--- src/rtl/integer_nn_pkg.sv ---
// Shared types and helpers for the integer neural-network datapath layers.
// relu_sat works on a fixed wide container so any BITS up to MAX_BITS can use it.
package integer_nn_pkg;

    localparam int unsigned MAX_BITS = 64;

    typedef enum logic {
        COLLECT,
        HOLD
    } state_t;

    // x is a sign-extended (BITS+1)-bit value; the result fits in the low `bits` bits
    function automatic logic [MAX_BITS-1:0] relu_sat(input logic signed [MAX_BITS:0] x,
                                                     input int unsigned bits);
        logic signed [MAX_BITS:0] max_pos;
        max_pos = (MAX_BITS+1)'(1) <<< (bits - 1);
        max_pos = max_pos - (MAX_BITS+1)'(1);
        if (x[MAX_BITS]) begin
            return '0;
        end
        if (x > max_pos) begin
            return max_pos[MAX_BITS-1:0];
        end
        return x[MAX_BITS-1:0];
    endfunction

endpackage

--- src/rtl/integer_neuron_activation_collect_if.sv ---
// Bias-write, scalar-input and vector-output signals of the activation/collect stage.
interface integer_neuron_activation_collect_if #(
    parameter int unsigned BITS    = 16,
    parameter int unsigned NEURONS = 4
);
    localparam int unsigned ADDR_W = $clog2(NEURONS) + 1;

    logic              in_valid;
    logic [BITS-1:0]   a;
    logic              bias_wr;
    logic [ADDR_W-1:0] bias_addr;
    logic [BITS-1:0]   bias_data;
    logic              out_ready;
    logic              out_valid;
    logic [BITS-1:0]   out_vector [NEURONS];
    logic              drop_err;

    modport master (
        output in_valid, a, bias_wr, bias_addr, bias_data, out_ready,
        input  out_valid, out_vector, drop_err
    );

    modport slave (
        input  in_valid, a, bias_wr, bias_addr, bias_data, out_ready,
        output out_valid, out_vector, drop_err
    );

endinterface

--- src/rtl/integer_bias_relu.sv ---
// Combinational bias add, arithmetic right shift and ReLU with saturation.
module integer_bias_relu
    import integer_nn_pkg::*;
#(
    parameter int unsigned BITS  = 16,
    parameter int unsigned SHIFT = 0
) (
    input  logic [BITS-1:0] i_a,
    input  logic [BITS-1:0] i_bias,
    output logic [BITS-1:0] o_y
);

    logic signed [BITS:0]     w_sum;
    logic signed [BITS:0]     w_shift;
    logic signed [MAX_BITS:0] w_wide;

    // One extra bit of headroom so the bias add can never wrap
    assign w_sum   = $signed({i_a[BITS-1], i_a}) + $signed({i_bias[BITS-1], i_bias});
    assign w_shift = w_sum >>> SHIFT;
    assign w_wide  = {{(MAX_BITS - BITS){w_shift[BITS]}}, w_shift};
    assign o_y     = BITS'(relu_sat(w_wide, BITS));

endmodule

--- src/rtl/integer_neuron_activation_collect.sv ---
// Collects NEURONS activated dot-product results into a vector and hands it on with
// a valid/ready handshake; holds the bias file and flags inputs dropped while full.
module integer_neuron_activation_collect
    import integer_nn_pkg::*;
#(
    parameter int unsigned BITS    = 16,
    parameter int unsigned NEURONS = 4,
    parameter int unsigned SHIFT   = 0
) (
    input logic clk,
    input logic rst,
    integer_neuron_activation_collect_if.slave bus
);

    localparam int unsigned IDX_W  = (NEURONS > 1) ? $clog2(NEURONS) : 1;
    localparam int unsigned ADDR_W = $clog2(NEURONS) + 1;

    state_t           r_state;
    state_t           w_state_nxt;
    logic [IDX_W-1:0] r_idx;
    logic [IDX_W-1:0] w_idx_nxt;
    logic [BITS-1:0]  r_vec  [NEURONS];
    logic [BITS-1:0]  r_bias [NEURONS];
    logic             r_drop;
    logic             w_accept;
    logic             w_drop;
    logic             w_bias_we;
    logic [BITS-1:0]  w_y;

    // In HOLD an input is only taken in the cycle the held vector is consumed
    assign w_accept  = bus.in_valid && ((r_state == COLLECT) || bus.out_ready);
    assign w_drop    = bus.in_valid && (r_state == HOLD) && !bus.out_ready;
    assign w_bias_we = bus.bias_wr && (bus.bias_addr < ADDR_W'(NEURONS));

    integer_bias_relu #(
        .BITS  (BITS),
        .SHIFT (SHIFT)
    ) u_bias_relu (
        .i_a    (bus.a),
        .i_bias (r_bias[r_idx]),
        .o_y    (w_y)
    );

    always_comb begin
        w_state_nxt = r_state;
        w_idx_nxt   = r_idx;
        if ((r_state == HOLD) && bus.out_ready) begin
            w_state_nxt = COLLECT;
        end
        // idx is 0 whenever HOLD accepts, so the COLLECT rule covers both states
        if (w_accept) begin
            if (r_idx == IDX_W'(NEURONS - 1)) begin
                w_idx_nxt   = '0;
                w_state_nxt = HOLD;
            end else begin
                w_idx_nxt = r_idx + IDX_W'(1);
            end
        end
    end

    always_ff @(posedge clk) begin
        if (rst) begin
            r_state <= COLLECT;
            r_idx   <= '0;
            r_drop  <= 1'b0;
            for (int i = 0; i < int'(NEURONS); i++) begin
                r_vec[i]  <= '0;
                r_bias[i] <= '0;
            end
        end else begin
            r_state <= w_state_nxt;
            r_idx   <= w_idx_nxt;
            if (w_accept) begin
                r_vec[r_idx] <= w_y;
            end
            if (w_bias_we) begin
                r_bias[bus.bias_addr[IDX_W-1:0]] <= bus.bias_data;
            end
            if (w_drop) begin
                r_drop <= 1'b1;
            end
        end
    end

    assign bus.out_valid = (r_state == HOLD);
    assign bus.drop_err  = r_drop;

    always_comb begin
        for (int i = 0; i < int'(NEURONS); i++) begin
            bus.out_vector[i] = r_vec[i];
        end
    end

endmodule
--- src/flat_wrapper.sv ---
// flat-port wrapper written by rule: the top's interface ports become plain ports
module integer_neuron_activation_collect_flat import integer_nn_pkg::*;
#(
    parameter int unsigned BITS    = 16,
    parameter int unsigned NEURONS = 4,
    parameter int unsigned SHIFT   = 0
)
  (clk, rst, bus_in_valid, bus_a, bus_bias_wr, bus_bias_addr, bus_bias_data, bus_out_ready, bus_out_valid, bus_out_vector, bus_drop_err);
  integer_neuron_activation_collect_if #(.BITS(BITS), .NEURONS(NEURONS)) bus_i ();
  input logic clk;
  input logic rst;
  input wire logic [$bits(bus_i.in_valid)-1:0] bus_in_valid;
  input wire logic [$bits(bus_i.a)-1:0] bus_a;
  input wire logic [$bits(bus_i.bias_wr)-1:0] bus_bias_wr;
  input wire logic [$bits(bus_i.bias_addr)-1:0] bus_bias_addr;
  input wire logic [$bits(bus_i.bias_data)-1:0] bus_bias_data;
  input wire logic [$bits(bus_i.out_ready)-1:0] bus_out_ready;
  output wire logic [$bits(bus_i.out_valid)-1:0] bus_out_valid;
  output wire logic [$bits(bus_i.out_vector)-1:0] bus_out_vector;
  output wire logic [$bits(bus_i.drop_err)-1:0] bus_drop_err;
  assign bus_i.in_valid = bus_in_valid;
  assign bus_i.a = bus_a;
  assign bus_i.bias_wr = bus_bias_wr;
  assign bus_i.bias_addr = bus_bias_addr;
  assign bus_i.bias_data = bus_bias_data;
  assign bus_i.out_ready = bus_out_ready;
  assign bus_out_valid = bus_i.out_valid;
  assign bus_out_vector = {>>{bus_i.out_vector}};
  assign bus_drop_err = bus_i.drop_err;
  integer_neuron_activation_collect #(.BITS(BITS), .NEURONS(NEURONS), .SHIFT(SHIFT)) u_core (.clk(clk), .rst(rst), .bus(bus_i));
endmodule
--- config.mk ---
export PLATFORM = sky130hd
export DESIGN_NAME = integer_neuron_activation_collect_flat
export DESIGN_NICKNAME = d
export VERILOG_FILES = /design/src/rtl/integer_nn_pkg.sv /design/src/rtl/integer_neuron_activation_collect_if.sv /design/src/rtl/integer_bias_relu.sv /design/src/rtl/integer_neuron_activation_collect.sv /design/src/flat_wrapper.sv
export SDC_FILE = /design/constraint.sdc
export NUM_CORES = 1
export LEC_CHECK = 0
export ABC_AREA = 1
export CAP_MARGIN = 15
export CORE_MARGIN = 3
export CORE_UTILIZATION = 48
export DETAILED_ROUTE_END_ITERATION = 7
export HOLD_SLACK_MARGIN = 0.06
export PLACE_DENSITY = 0.76
export REMOVE_ABC_BUFFERS = 1
export SLEW_MARGIN = 5
export SYNTH_ARGS = -nofsm -noshare
export SYNTH_HDL_FRONTEND = slang
export SYNTH_SLANG_ARGS = --single-unit
--- constraint.sdc ---
create_clock -name clk -period 2.6 [get_ports clk]
set_input_delay 0.52 -clock clk [delete_from_list [all_inputs] [get_ports clk]]
set_output_delay 0.52 -clock clk [all_outputs]
set_load 0.1 [all_outputs]
==> flow_metrics.env <==
export IMPL_clk_pin_slew_worst_paths_ps=60
export IMPL_hold_buffers=0
export IMPL_pin_count=106
export IMPL_finalHoldViolCount=0
export IMPL_outcome="finished with violations"
export IMPL_root_buffer="clkbuf_16"
export IMPL_cts_tree="yes"
export IMPL_grt_pass1_vias=5043
export IMPL_crit_fanout=20
export IMPL_finalSetupTns_ps=-2681
export IMPL_placed_cell_area_mm2=0.007818
export IMPL_syn_area_per_cell_um2=10.06
export IMPL_cap_viol_max_count=0
export IMPL_report_final_slew_viol_count=0
export IMPL_synth_seq_area_share_pct=63.07
export IMPL_endpoint="u_core.r_vec[2][0]"
export IMPL_drtAntennaViolNets=0
export IMPL_antenna_found_initial=0
export IMPL_dr_first_iter_drc_count=352
export IMPL_worstRegToRegCells=14
export IMPL_final_nets=873
export IMPL_cts_buffer_depth=2
export IMPL_start_util_pct=49.40
export IMPL_grt_max_degree=29
export IMPL_track_usage_pct=22.00
export IMPL_drc=0
export IMPL_ys_types=30
export IMPL_synth_seq_cells=134
export IMPL_setup_slack_ps=-109.6
export IMPL_finalCritPeriodShare_pct=104.2
export IMPL_dp_hpwl_mm=10.32
export IMPL_crit_slowest_cell="dfxtp_4"
export IMPL_r2r_setup_slack_ps=-110
export IMPL_crit_top_cell="nand2_2"
export IMPL_grt_overflow=0
export IMPL_cts_buffers=17
export IMPL_final_common_cell="nor2_1"
export IMPL_die_w_um=120.4
export IMPL_fillCellCount=896
export IMPL_r2r_end="u_core.r_vec[2][0]"
export IMPL_clock_latency_ps=410
export IMPL_synthToLayoutAreaGrowth_pct=46.47
export IMPL_slowest_delay_ps=390
export IMPL_row_count=41
export IMPL_h_tree_depth=4
export IMPL_n_antenna_cell=0
export IMPL_die_area_mm2=0.01450
export IMPL_fin_crit_ps=2710
export IMPL_core_mm2=0.01272
export IMPL_setup_viol=60
export IMPL_drive_gt1_share_pct=37.44
export IMPL_grt_pass1_wl_mm=24.72
export IMPL_die_h_um=120.4
export IMPL_numPortBuffers=105
export IMPL_crit_chain="buf_12 -> o21ai_0 -> o22ai_2 -> ha_4 -> nand2_2 -> buf_4 -> nor3_4 -> nand2_2 -> nand2_2 -> nand2_2 -> nand2_4 -> nand2_8 -> buf_8 -> nor3_1"
export IMPL_syn_area_mm2=0.006285
export IMPL_dr_pass1_iters=5
export IMPL_worst_ep_arrival_time_ps=2960
export IMPL_worst_setup_path_type="reg -> reg"
export IMPL_gp_congestion=0.8788
export IMPL_required_ps=2850
export IMPL_yosys_warnings=0
export IMPL_rsz0062_at_grt="yes"
export IMPL_wire_per_inst_um=16.64
export IMPL_hold_path_cell_count=2
export IMPL_violations="setup timing"
export IMPL_synthCells=625
export IMPL_cp_start_kind="flip-flop"
export IMPL_final_setup_skew_ps=8.346
export IMPL_power_static_leakage_nw=3.975
export IMPL_drt_total_wl_mm=16.64
export IMPL_layout_common_cells="nor2_1 (142), buf_4 (134), edfxtp_1 (128)"
export IMPL_vias=5198
export IMPL_cp_end_kind="flip-flop"
export IMPL_fin_area_mm2=0.009205
export IMPL_hold_slack_ps=480.9
export IMPL_cts_sinks=134
export IMPL_ir_drop_mv=0.3851
export IMPL_fmaxAchievable_mhz=369.1
export IMPL_via_per_inst=5.198
export IMPL_hold_path_class="reg -> reg"
export IMPL_powerDensity_mw_per_mm2=806.2
[critical path, delay by kind of cell, from the launching register on]
family	cells	cell delay [ps]
adders and majority gates	1	320
buffers and inverters	3	460
and+or+nand+nor	8	850
AOI/OAI and AO/OA	2	500
DFF	1	390
[what timing repair did]
item / in CTS / in global routing
cloned: 2 / 2
gates resized for setup: 54 / 121
endpoints found under the setup margin: 60 / 60
pin swaps: 11 / 38
buffers inserted: 6 / 8
[cell usage after synthesis]
cell / count / share of area (%)
or2_1: 2 / 0.20
o21bai_1: 2 / 0.24
nor3_1: 7 / 0.56
and2_1: 4 / 0.40
edfxtp_1: 128 / 61
nand2_4: 4 / 0.72
a21oi_1: 14 / 1.1
o22ai_1: 15 / 1.5
conb_1: 1 / 0.060
clkbuf_1: 14 / 0.84
ha_1: 17 / 3.4
nand3b_1: 3 / 0.36
inv_2: 1 / 0.060
nand2_1: 102 / 6.1
nand3_1: 8 / 0.64
buf_4: 1 / 0.12
nor3_4: 1 / 0.26
inv_4: 1 / 0.10
nor2_1: 157 / 9.4
buf_12: 1 / 0.32
nand2_2: 16 / 1.6
a32oi_1: 1 / 0.14
xor2_1: 2 / 0.28
buf_2: 2 / 0.16
dfxtp_1: 6 / 1.9
inv_1: 72 / 4.3
xnor2_1: 7 / 0.98
fa_1: 1 / 0.32
nand4_1: 3 / 0.30
o21ai_0: 32 / 2.5
[cell families (layout without fill, tap and decap cells)]
| kind of cell | Yosys count | in the layout | share of synthesized area [%] |
|---|---|---|---|
| AOI/OAI and AO/OA | 64 | 64 | 5.534 |
| xor gates and xnor gates | 9 | 9 | 1.254 |
| adders and majority gates | 18 | 18 | 3.703 |
| buffers and inverters | 92 | 291 | 5.893 |
| DFF | 134 | 134 | 63.07 |
| other | 1 | 4 | 0.05967 |
| and+or+nand+nor | 307 | 308 | 20.49 |
[state kept, by name, summed over array words and instances (netlist names), named ones only]
signal / count
u_core.bus.drop_err: 1
u_core.bus.out_valid: 1
u_core.r_bias: 64
u_core.r_idx: 2
u_core.r_vec: 64
[worst min-delay path by stage]
stage,start,endpoint,slack [ps]
floorplan,u_core.r_idx[1],flip-flop,520
global placement,u_core.bus.drop_err,u_core.bus.drop_err,450
detailed placement,u_core.bus.drop_err,u_core.bus.drop_err,460
CTS,u_core.bus.drop_err,u_core.bus.drop_err,480
global route,u_core.bus.drop_err,u_core.bus.drop_err,530
finish,u_core.bus.drop_err,u_core.bus.drop_err,480
[per-layer routing]
metal | up-vias | GRT usage (%) | part of all wire, %
met2 | 219 | 40.66 | 54
met5 | - | 0 | 0
met3 | 46 | 4.116 | 6.5
met1 | 2494 | 24.87 | 37
met4 | 0 | 8.994 | 2.9
li1 | 2439 | - | -
[metrics by stage]
step | instances | total power [mW] | util, % | worst slack, ps
floorplan | 610 | 3.893 | - | -563.4
global placement | 950 | 4.492 | 61.45 | -304.0
detailed placement | 950 | 4.520 | 61.45 | -357.5
CTS | 990 | 7.113 | 68.19 | -6.086
global route | 1000 | 7.691 | 72.35 | -209.8
finish | 1000 | 7.422 | 72.35 | -109.6
[final cells by class]
class	count	area [um^2]	share of cell area [%]
inverters	74	295.3	3.208
well taps	172	215.2	2.338
multi-input cells	403	2527	27.46
repair inverters	1	11.26	0.1223
clock inverters	14	182.7	1.985
clock buffers	18	429.2	4.662
repair buffers	184	1573	17.09
flip-flops and latches	134	3971	43.14
[power by group]
| part | internal [mW] | switching, mW | total (mW) |
|---|---|---|---|
| clock | 1.59 | 0.855 | 2.45 |
| sequential | 2.53 | 0.0602 | 2.59 |
| combinational | 0.841 | 1.54 | 2.38 |
| total | 4.97 | 2.45 | 7.42 |
Note: power is estimated with default switching activity, not from simulation.
